**src/rtl/regfile_vec_pkg.sv**
```systemverilog
// Shared types and default sizing for the masked vector register file.
package regfile_vec_pkg;

    localparam int LANES = 3;
    localparam int WIDTH = 18;
    localparam int DEPTH = 16;

    typedef logic [WIDTH-1:0] lane_t;
    typedef lane_t [LANES-1:0] vec_t;

    typedef enum logic [1:0] {IDLE, CLEAR, DONE} clr_state_t;

endpackage

```
**src/rtl/regfile_vec_clr_fsm.sv**
```systemverilog
// Bulk-clear sequencer: sweeps every register index once, then pulses done.
module regfile_vec_clr_fsm
    import regfile_vec_pkg::*;
#(
    parameter int NUM_REGS = 16,
    localparam int AW      = $clog2(NUM_REGS)
) (
    input  logic          clk,
    input  logic          rst_n,
    input  logic          clr_req,
    output clr_state_t    state,
    output logic [AW-1:0] ptr,
    output logic          clr_busy,
    output logic          clr_done
);

    localparam logic [AW-1:0] LAST_IDX = AW'(NUM_REGS - 1);

    clr_state_t    r_state;
    logic [AW-1:0] r_ptr;
    logic          r_busy;
    logic          r_done;

    // Requests arriving while busy or done are dropped, never queued.
    always_ff @(posedge clk or negedge rst_n) begin
        if (!rst_n) begin
            r_state <= IDLE;
            r_ptr   <= '0;
            r_busy  <= 1'b0;
            r_done  <= 1'b0;
        end else begin
            case (r_state)
                IDLE: begin
                    r_done <= 1'b0;
                    if (clr_req) begin
                        r_state <= CLEAR;
                        r_ptr   <= '0;
                        r_busy  <= 1'b1;
                    end
                end
                CLEAR: begin
                    r_ptr <= r_ptr + 1'b1;
                    if (r_ptr == LAST_IDX) begin
                        r_state <= DONE;
                        r_ptr   <= '0;
                        r_busy  <= 1'b0;
                        r_done  <= 1'b1;
                    end
                end
                DONE: begin
                    r_state <= IDLE;
                    r_done  <= 1'b0;
                end
                default: begin
                    r_state <= IDLE;
                    r_ptr   <= '0;
                    r_busy  <= 1'b0;
                    r_done  <= 1'b0;
                end
            endcase
        end
    end

    assign state    = r_state;
    assign ptr      = r_ptr;
    assign clr_busy = r_busy;
    assign clr_done = r_done;

endmodule

```
**src/rtl/regfile_vec_masked.sv**
```systemverilog
// Vector register file with per-lane write mask, write-to-read bypass and bulk clear.
// Define REGFILE_VEC_ZERO_REG_EN to hardwire register 0 to zero.
module regfile_vec_masked #(
    parameter int  LANES = regfile_vec_pkg::LANES,
    parameter int  WIDTH = regfile_vec_pkg::WIDTH,
    parameter int  DEPTH = regfile_vec_pkg::DEPTH,
    localparam int AW    = $clog2(DEPTH)
) (
    input  logic                        clk,
    input  logic                        rst_n,
    input  logic                        we3,
    input  logic [LANES-1:0]            wmask,
    input  logic [AW-1:0]               ra1,
    input  logic [AW-1:0]               ra2,
    input  logic [AW-1:0]               ra3,
    input  logic [LANES-1:0][WIDTH-1:0] wd3,
    input  logic                        clr_req,
    output logic [LANES-1:0][WIDTH-1:0] rd1,
    output logic [LANES-1:0][WIDTH-1:0] rd2,
    output logic                        clr_busy,
    output logic                        clr_done
);

    import regfile_vec_pkg::*;

    logic [LANES-1:0][WIDTH-1:0] r_mem [DEPTH];

    clr_state_t    w_state;
    logic [AW-1:0] w_ptr;
    logic          w_addrOk;
    logic          w_wrEn;

    regfile_vec_clr_fsm #(.NUM_REGS(DEPTH)) u_clr_fsm (
        .clk      (clk),
        .rst_n    (rst_n),
        .clr_req  (clr_req),
        .state    (w_state),
        .ptr      (w_ptr),
        .clr_busy (clr_busy),
        .clr_done (clr_done)
    );

`ifdef REGFILE_VEC_ZERO_REG_EN
    assign w_addrOk = (ra3 != '0);
`else
    assign w_addrOk = 1'b1;
`endif

    assign w_wrEn = we3 && w_addrOk && (w_state != CLEAR);

    // The clear sweep owns the storage for its whole duration.
    always_ff @(posedge clk or negedge rst_n) begin
        if (!rst_n) begin
            for (int i = 0; i < DEPTH; i++) begin
                r_mem[i] <= '0;
            end
        end else if (w_state == CLEAR) begin
            r_mem[w_ptr] <= '0;
        end else if (w_wrEn) begin
            for (int l = 0; l < LANES; l++) begin
                if (wmask[l]) begin
                    r_mem[ra3][l] <= wd3[l];
                end
            end
        end
    end

    function automatic logic [LANES-1:0][WIDTH-1:0] readPort(input logic [AW-1:0] addr);
        logic [LANES-1:0][WIDTH-1:0] v;
        v = r_mem[addr];
        for (int l = 0; l < LANES; l++) begin
            if (w_wrEn && (addr == ra3) && wmask[l]) begin
                v[l] = wd3[l];
            end
        end
`ifdef REGFILE_VEC_ZERO_REG_EN
        if (addr == '0) begin
            v = '0;
        end
`endif
        return v;
    endfunction

    always_comb begin
        rd1 = readPort(ra1);
        rd2 = readPort(ra2);
    end

endmodule

```
**config.mk**
```make
export PLATFORM = sky130hd
export DESIGN_NAME = regfile_vec_masked
export DESIGN_NICKNAME = d
export VERILOG_FILES = /design/src/rtl/regfile_vec_pkg.sv /design/src/rtl/regfile_vec_clr_fsm.sv /design/src/rtl/regfile_vec_masked.sv
export SDC_FILE = /design/constraint.sdc
export NUM_CORES = 1
export LEC_CHECK = 0
export CORE_MARGIN = 1.5
export CORE_UTILIZATION = 40
export CTS_CLUSTER_SIZE = 25
export DETAILED_ROUTE_END_ITERATION = 8
export SETUP_SLACK_MARGIN = 0.2
export SLEW_MARGIN = 20
export SYNTH_ARGS = -nofsm -noshare
export SYNTH_HDL_FRONTEND = slang
export SYNTH_SLANG_ARGS = --single-unit
export TNS_END_PERCENT = 1
```
**constraint.sdc**
```tcl
create_clock -name clk -period 6.8 [get_ports clk]
set_input_delay 1.36 -clock clk [delete_from_list [all_inputs] [get_ports clk]]
set_output_delay 1.36 -clock clk [all_outputs]
set_load 0.01 [all_outputs]
```
Word-level counts from Yosys, hierarchy flattened:

Index checks and enable logic that the tools add are counted.

* register bits: 872
* latch bits: 0
* memory bits (writable): 0
* memory bits (read-only): 0
* input port bits: 73
* output and inout port bits: 110
* word-level logic and storage cells: 133
* memories: 0

* add/subtract/negate cells: 1
* multipliers: 0
* div/mod/pow operators: 0
* $lt $le $gt $ge: 6
* equal/unequal tests: 8
* shift operators: 0
* multiplexer cells: 43
* bitwise gates (word level): 7
* reduce and logical (&&, ||, !) cells: 16

Operators by type and width (number)
* 864-bit two-way mux: 9
* 864-bit bitwise mux: 3
* 864-bit AND: 1
* 54-bit demux with 4-bit select: 4
* 864-bit inverter: 1
* 54-bit binary-select mux with 4-bit select: 2
* 54-bit two-way mux: 6
* 18-bit two-way mux: 7
* 36-bit two-way mux: 1
* 5-bit >= comparator (second input constant): 4
* 4-bit inverter with 5-bit output: 4
* 4-bit case mux with 3 select lines: 1
* 1-bit logical AND: 11
* 5-bit by 1-bit < comparator with 1-bit output (second input constant): 2
* 4-bit equality test: 2
* 4-bit two-way mux: 2
* 4-bit by 1-bit adder with 4-bit output (second input constant): 1
* 4-bit equality test (second input constant): 1
* 1-bit two-way mux: 4
* 2-bit two-way mux: 2
* 2-bit by 1-bit inequality test with 1-bit output (second input constant): 2
* 2-bit case mux with 2 select lines: 1
* 2-bit AND reduction: 2
* 1-bit case mux with 3 select lines: 1
* 7 further kinds: 7

Depth between registers and ports, before layout:

* word-level depth: 17
* gate-level depth with buffers: 8
* depth with buffers taken out: 5

Modules after synthesis:

From an unflattened synthesis, not the netlist that was laid out.

* cells, all modules: 3555
* area total of the unflattened synthesis: 47025.1 sq um

Modules (own cells, without submodules)
* regfile_vec_masked: times used 1, cells each 3521, area each 46672.3 sq um, sequential area each 21620.7 sq um
* regfile_vec_clr_fsm: times used 1, cells each 34, area each 352.8 sq um, sequential area each 200.2 sq um

Worst setup path before layout:

Ideal clock, no wire load.

* path type: input-to-output
* from: input ra1[0]
* to: output rd1[31] in the netlist's numbering
* arrival time: 2.786 ns
* slack: 2.654 ns
* cell stages on the path: 6
* cell sequence: buf_6 > buf_2 > mux4_2 > mux2i_1 > mux2i_1 > mux2_2

RTL lines
* start: declaration: RTL line regfile_vec_masked.sv:13 `input logic [AW-1:0] ra1,`
* end: declaration: RTL line regfile_vec_masked.sv:18 `output logic [LANES-1:0][WIDTH-1:0] rd1,`

==> results.json <==
{
  "status": "complete, no violations",
  "p_leak_nw": 22.0,
  "ys.flop_type": "dfrtp_1",
  "crit_fanout": 18,
  "nets": 3663,
  "synth_edf_count": 0,
  "critPathMaxStageDelay_ns": 0.62,
  "cp_slowest_cell": "clkdlybuf4s50_1",
  "critPathMostFrequentCell": "buf_4",
  "wire_per_inst_um": 35.3,
  "route.vias.total": 36500,
  "slew_violations": 0,
  "dp_hpwl_um": 101000,
  "final_antenna_net_count": 0,
  "grt_pass1_wl_um": 267000,
  "cts.sinks": 872,
  "ys_seq_elements": 872,
  "synth.area.top_cells": "dfrtp_1 (46%), o2bb2ai_1 (16%), mux4_2 (14%)",
  "crit_buf_inv": 5,
  "timing.final.hold_violations": 0,
  "postSynth.asyncResetShare_pct": 100,
  "cts_resized": 0,
  "irDropWorstVdd_uv": 261,
  "dr.pass1.iters": 6,
  "syn_nets": 3630,
  "drc": 0,
  "overflow": 0,
  "die_h_um": 347,
  "cts_buffers": 98,
  "antenna_found_initial": 3,
  "power_mw": 15.0,
  "cts_tree": "done",
  "synth_area_per_cell_sq_um": 13.3,
  "finalSetupViolCount": 0,
  "diodes": 0,
  "cts.clk_slew.worst_paths_ns": 0.06,
  "worst_pin_slew_ns": 1.22,
  "dieArea_sq_um": 120000,
  "synth_cells": 3553,
  "cp_data_required_time_ns": 5.44,
  "clockBufferDepth": 3,
  "portBuffers": 182,
  "synth.most_common_cell": "dfrtp_1",
  "num_rows": 125,
  "yosysWarnings": 0,
  "avgViaCountPerCell": 7.04,
  "start_util_pct": 40.5,
  "finalCriticalPeriod_ns": 5.94,
  "grt_usage_pct": 30.2,
  "gp_congestion": 0.874,
  "max-slew-margin-rel_pct": 18.6,
  "hold_class": "flop to flop",
  "worstPathArrival_ns": 4.58,
  "cp-start-kind": "input port",
  "synth.distinct_cells": 47,
  "core_sq_um": 117000,
  "cts.htree.levels": 3,
  "cpLargestDelayFamily": "buffers and inverters",
  "drive_gt1_share_pct": 21.0,
  "fin_skew_ns": 0.0403,
  "fmax_ghz": 0.168,
  "fin_crit_sh_pct": 87.3,
  "io_pins": 183,
  "drt_iter0_markers": 4624,
  "post_cts_buffers": 0,
  "end_kind": "output pin",
  "synth_seq_area_share_pct": 46.2,
  "clk-insertion-delay-late_ns": 0.71,
  "yosysTopAreaCell": "dfrtp_1",
  "grt_max_degree": 158,
  "grt_pass1_vias": 37300,
  "tns_ns": 0,
  "die_x_um": 347,
  "wl_um": 183000,
  "cap_violations": 0,
  "root_buffer": "clkbuf_16",
  "synth_area_sq_um": 47200,
  "yosys.area.top_type_share_pct": 46.2,
  "synth_commonest_cells": "dfrtp_1 (872), o2bb2ai_1 (864), mux2i_1 (424)",
  "crit_chain": "clkdlybuf4s50_1 -> buf_4 -> xnor2_2 -> nand4_4 -> buf_4 -> or2_1 -> buf_4 -> a31oi_1 -> clkdlybuf4s50_1",
  "syn2layout_area_growth_pct": 13.6,
  "cts_hold_buf": 0,
  "rsz0062_at_grt": "no",
  "power_density_nw_per_um2": 279,
  "path_class": "input port to output pin"
}
==> cell families after synthesis <==
group | Yosys count | synth area share, %
AO/OA/AOI/OAI | 1156 | 20.5
XOR/XNOR | 9 | 0.231
adder cells (fa/ha/maj) | 4 | 0.106
buffers and inverters | 380 | 4.32
flip-flops | 872 | 46.2
multiplexers | 791 | 24.7
AND/OR/NAND/NOR | 341 | 3.93
==> layer usage <==
layer / share of wire (%) / vias to the layer above / track usage, % / wire, um
met5: 0.013 / - / 0 / 24
met4: 4.4 / 4 / 12.4 / 8060
met3: 12 / 518 / 9.58 / 21400
met2: 44 / 2397 / 44.1 / 79900
met1: 40 / 19100 / 41.4 / 73800
li1: - / 14500 / - / -
==> per-stage QoR <==
stage	worst slack (ns)	hold WS (ns)	utilization, %	instances	area (sq um)
detailed placement	0.894	0.488	43.0	5010	50200
global route	0.803	0.517	45.9	5187	53600
CTS	0.886	0.506	45.9	5187	53600
floorplan	2.65	0.467	-	3553	47200
global placement	0.957	0.483	43.0	5009	50200
finish	0.864	0.504	45.9	5187	53600
==> area by class of cell <==
class	instances	area (sq um)
fillers	10400	63100
multi-input cells	2301	23400
flip-flops and latches	872	21800
repair buffers	310	3080
clock buffers	144	2930
well taps	1524	1910
clock inverters	33	460
inverters	3	11.3
==> flip-flops by register name (all words and copies together) (netlist names) <==
register            cells
r_mem                 864
u_clr_fsm.ptr           4
u_clr_fsm.state         2
u_clr_fsm.clr_busy      1
u_clr_fsm.clr_done      1
==> cell usage in the layout, fill, tap and decap left out, drive strengths merged, types with 7 or more instances in the layout <==
| master | n |
|---|---|
| dfrtp | 872 |
| o2bb2ai | 864 |
| mux2i | 424 |
| mux4 | 284 |
| clkdlybuf4s50 | 172 |
| nand2 | 158 |
| a22oi | 148 |
| clkbuf | 147 |
| buf | 135 |
| mux2 | 83 |
| nor3 | 74 |
| a221oi | 48 |
| a21oi | 48 |
| nand3 | 32 |
| or2 | 30 |
| a31oi | 26 |
| clkinv | 18 |
| a22o | 15 |
| bufinv | 9 |
| xnor2 | 9 |
| and4bb | 8 |
| nor2 | 7 |
==> where the power goes <==
part,internal [mW],switching [mW],total (mW)
clock network,3.32,2.29,5.61
registers,5.62,0.370,5.99
logic,1.14,2.21,3.35
==> path summary, 6_finish.rpt <==
path                                                 from                      to  slack [ns]  depth (start not counted)
setup / recovery                                   ra3[0]                  rd2[0]        0.86                          9
hold / removal                      r_mem[59]$_DFFE_PN0P_   r_mem[59]$_DFFE_PN0P_        0.50                          1
setup reg to reg           u_clr_fsm.state[1]$_DFFE_PN0P_  r_mem[857]$_DFFE_PN0P_        3.71                          5
hold reg to reg                     r_mem[59]$_DFFE_PN0P_   r_mem[59]$_DFFE_PN0P_        0.50                          1
max in group asynchronous                           rst_n  r_mem[372]$_DFFE_PN0P_        4.63                          2
min in group asynchronous                           rst_n  r_mem[408]$_DFFE_PN0P_        0.70                          1
==> worst reg2reg max path, stage by stage, from the launching register on <==
cell       delay, ns
dfrtp_1         0.48
nand2b_2        0.59
and3_1          0.64
nand2_1         0.66
buf_4           0.45
o2bb2ai_1       0.18
Note: power is estimated with default switching activity, not from simulation.
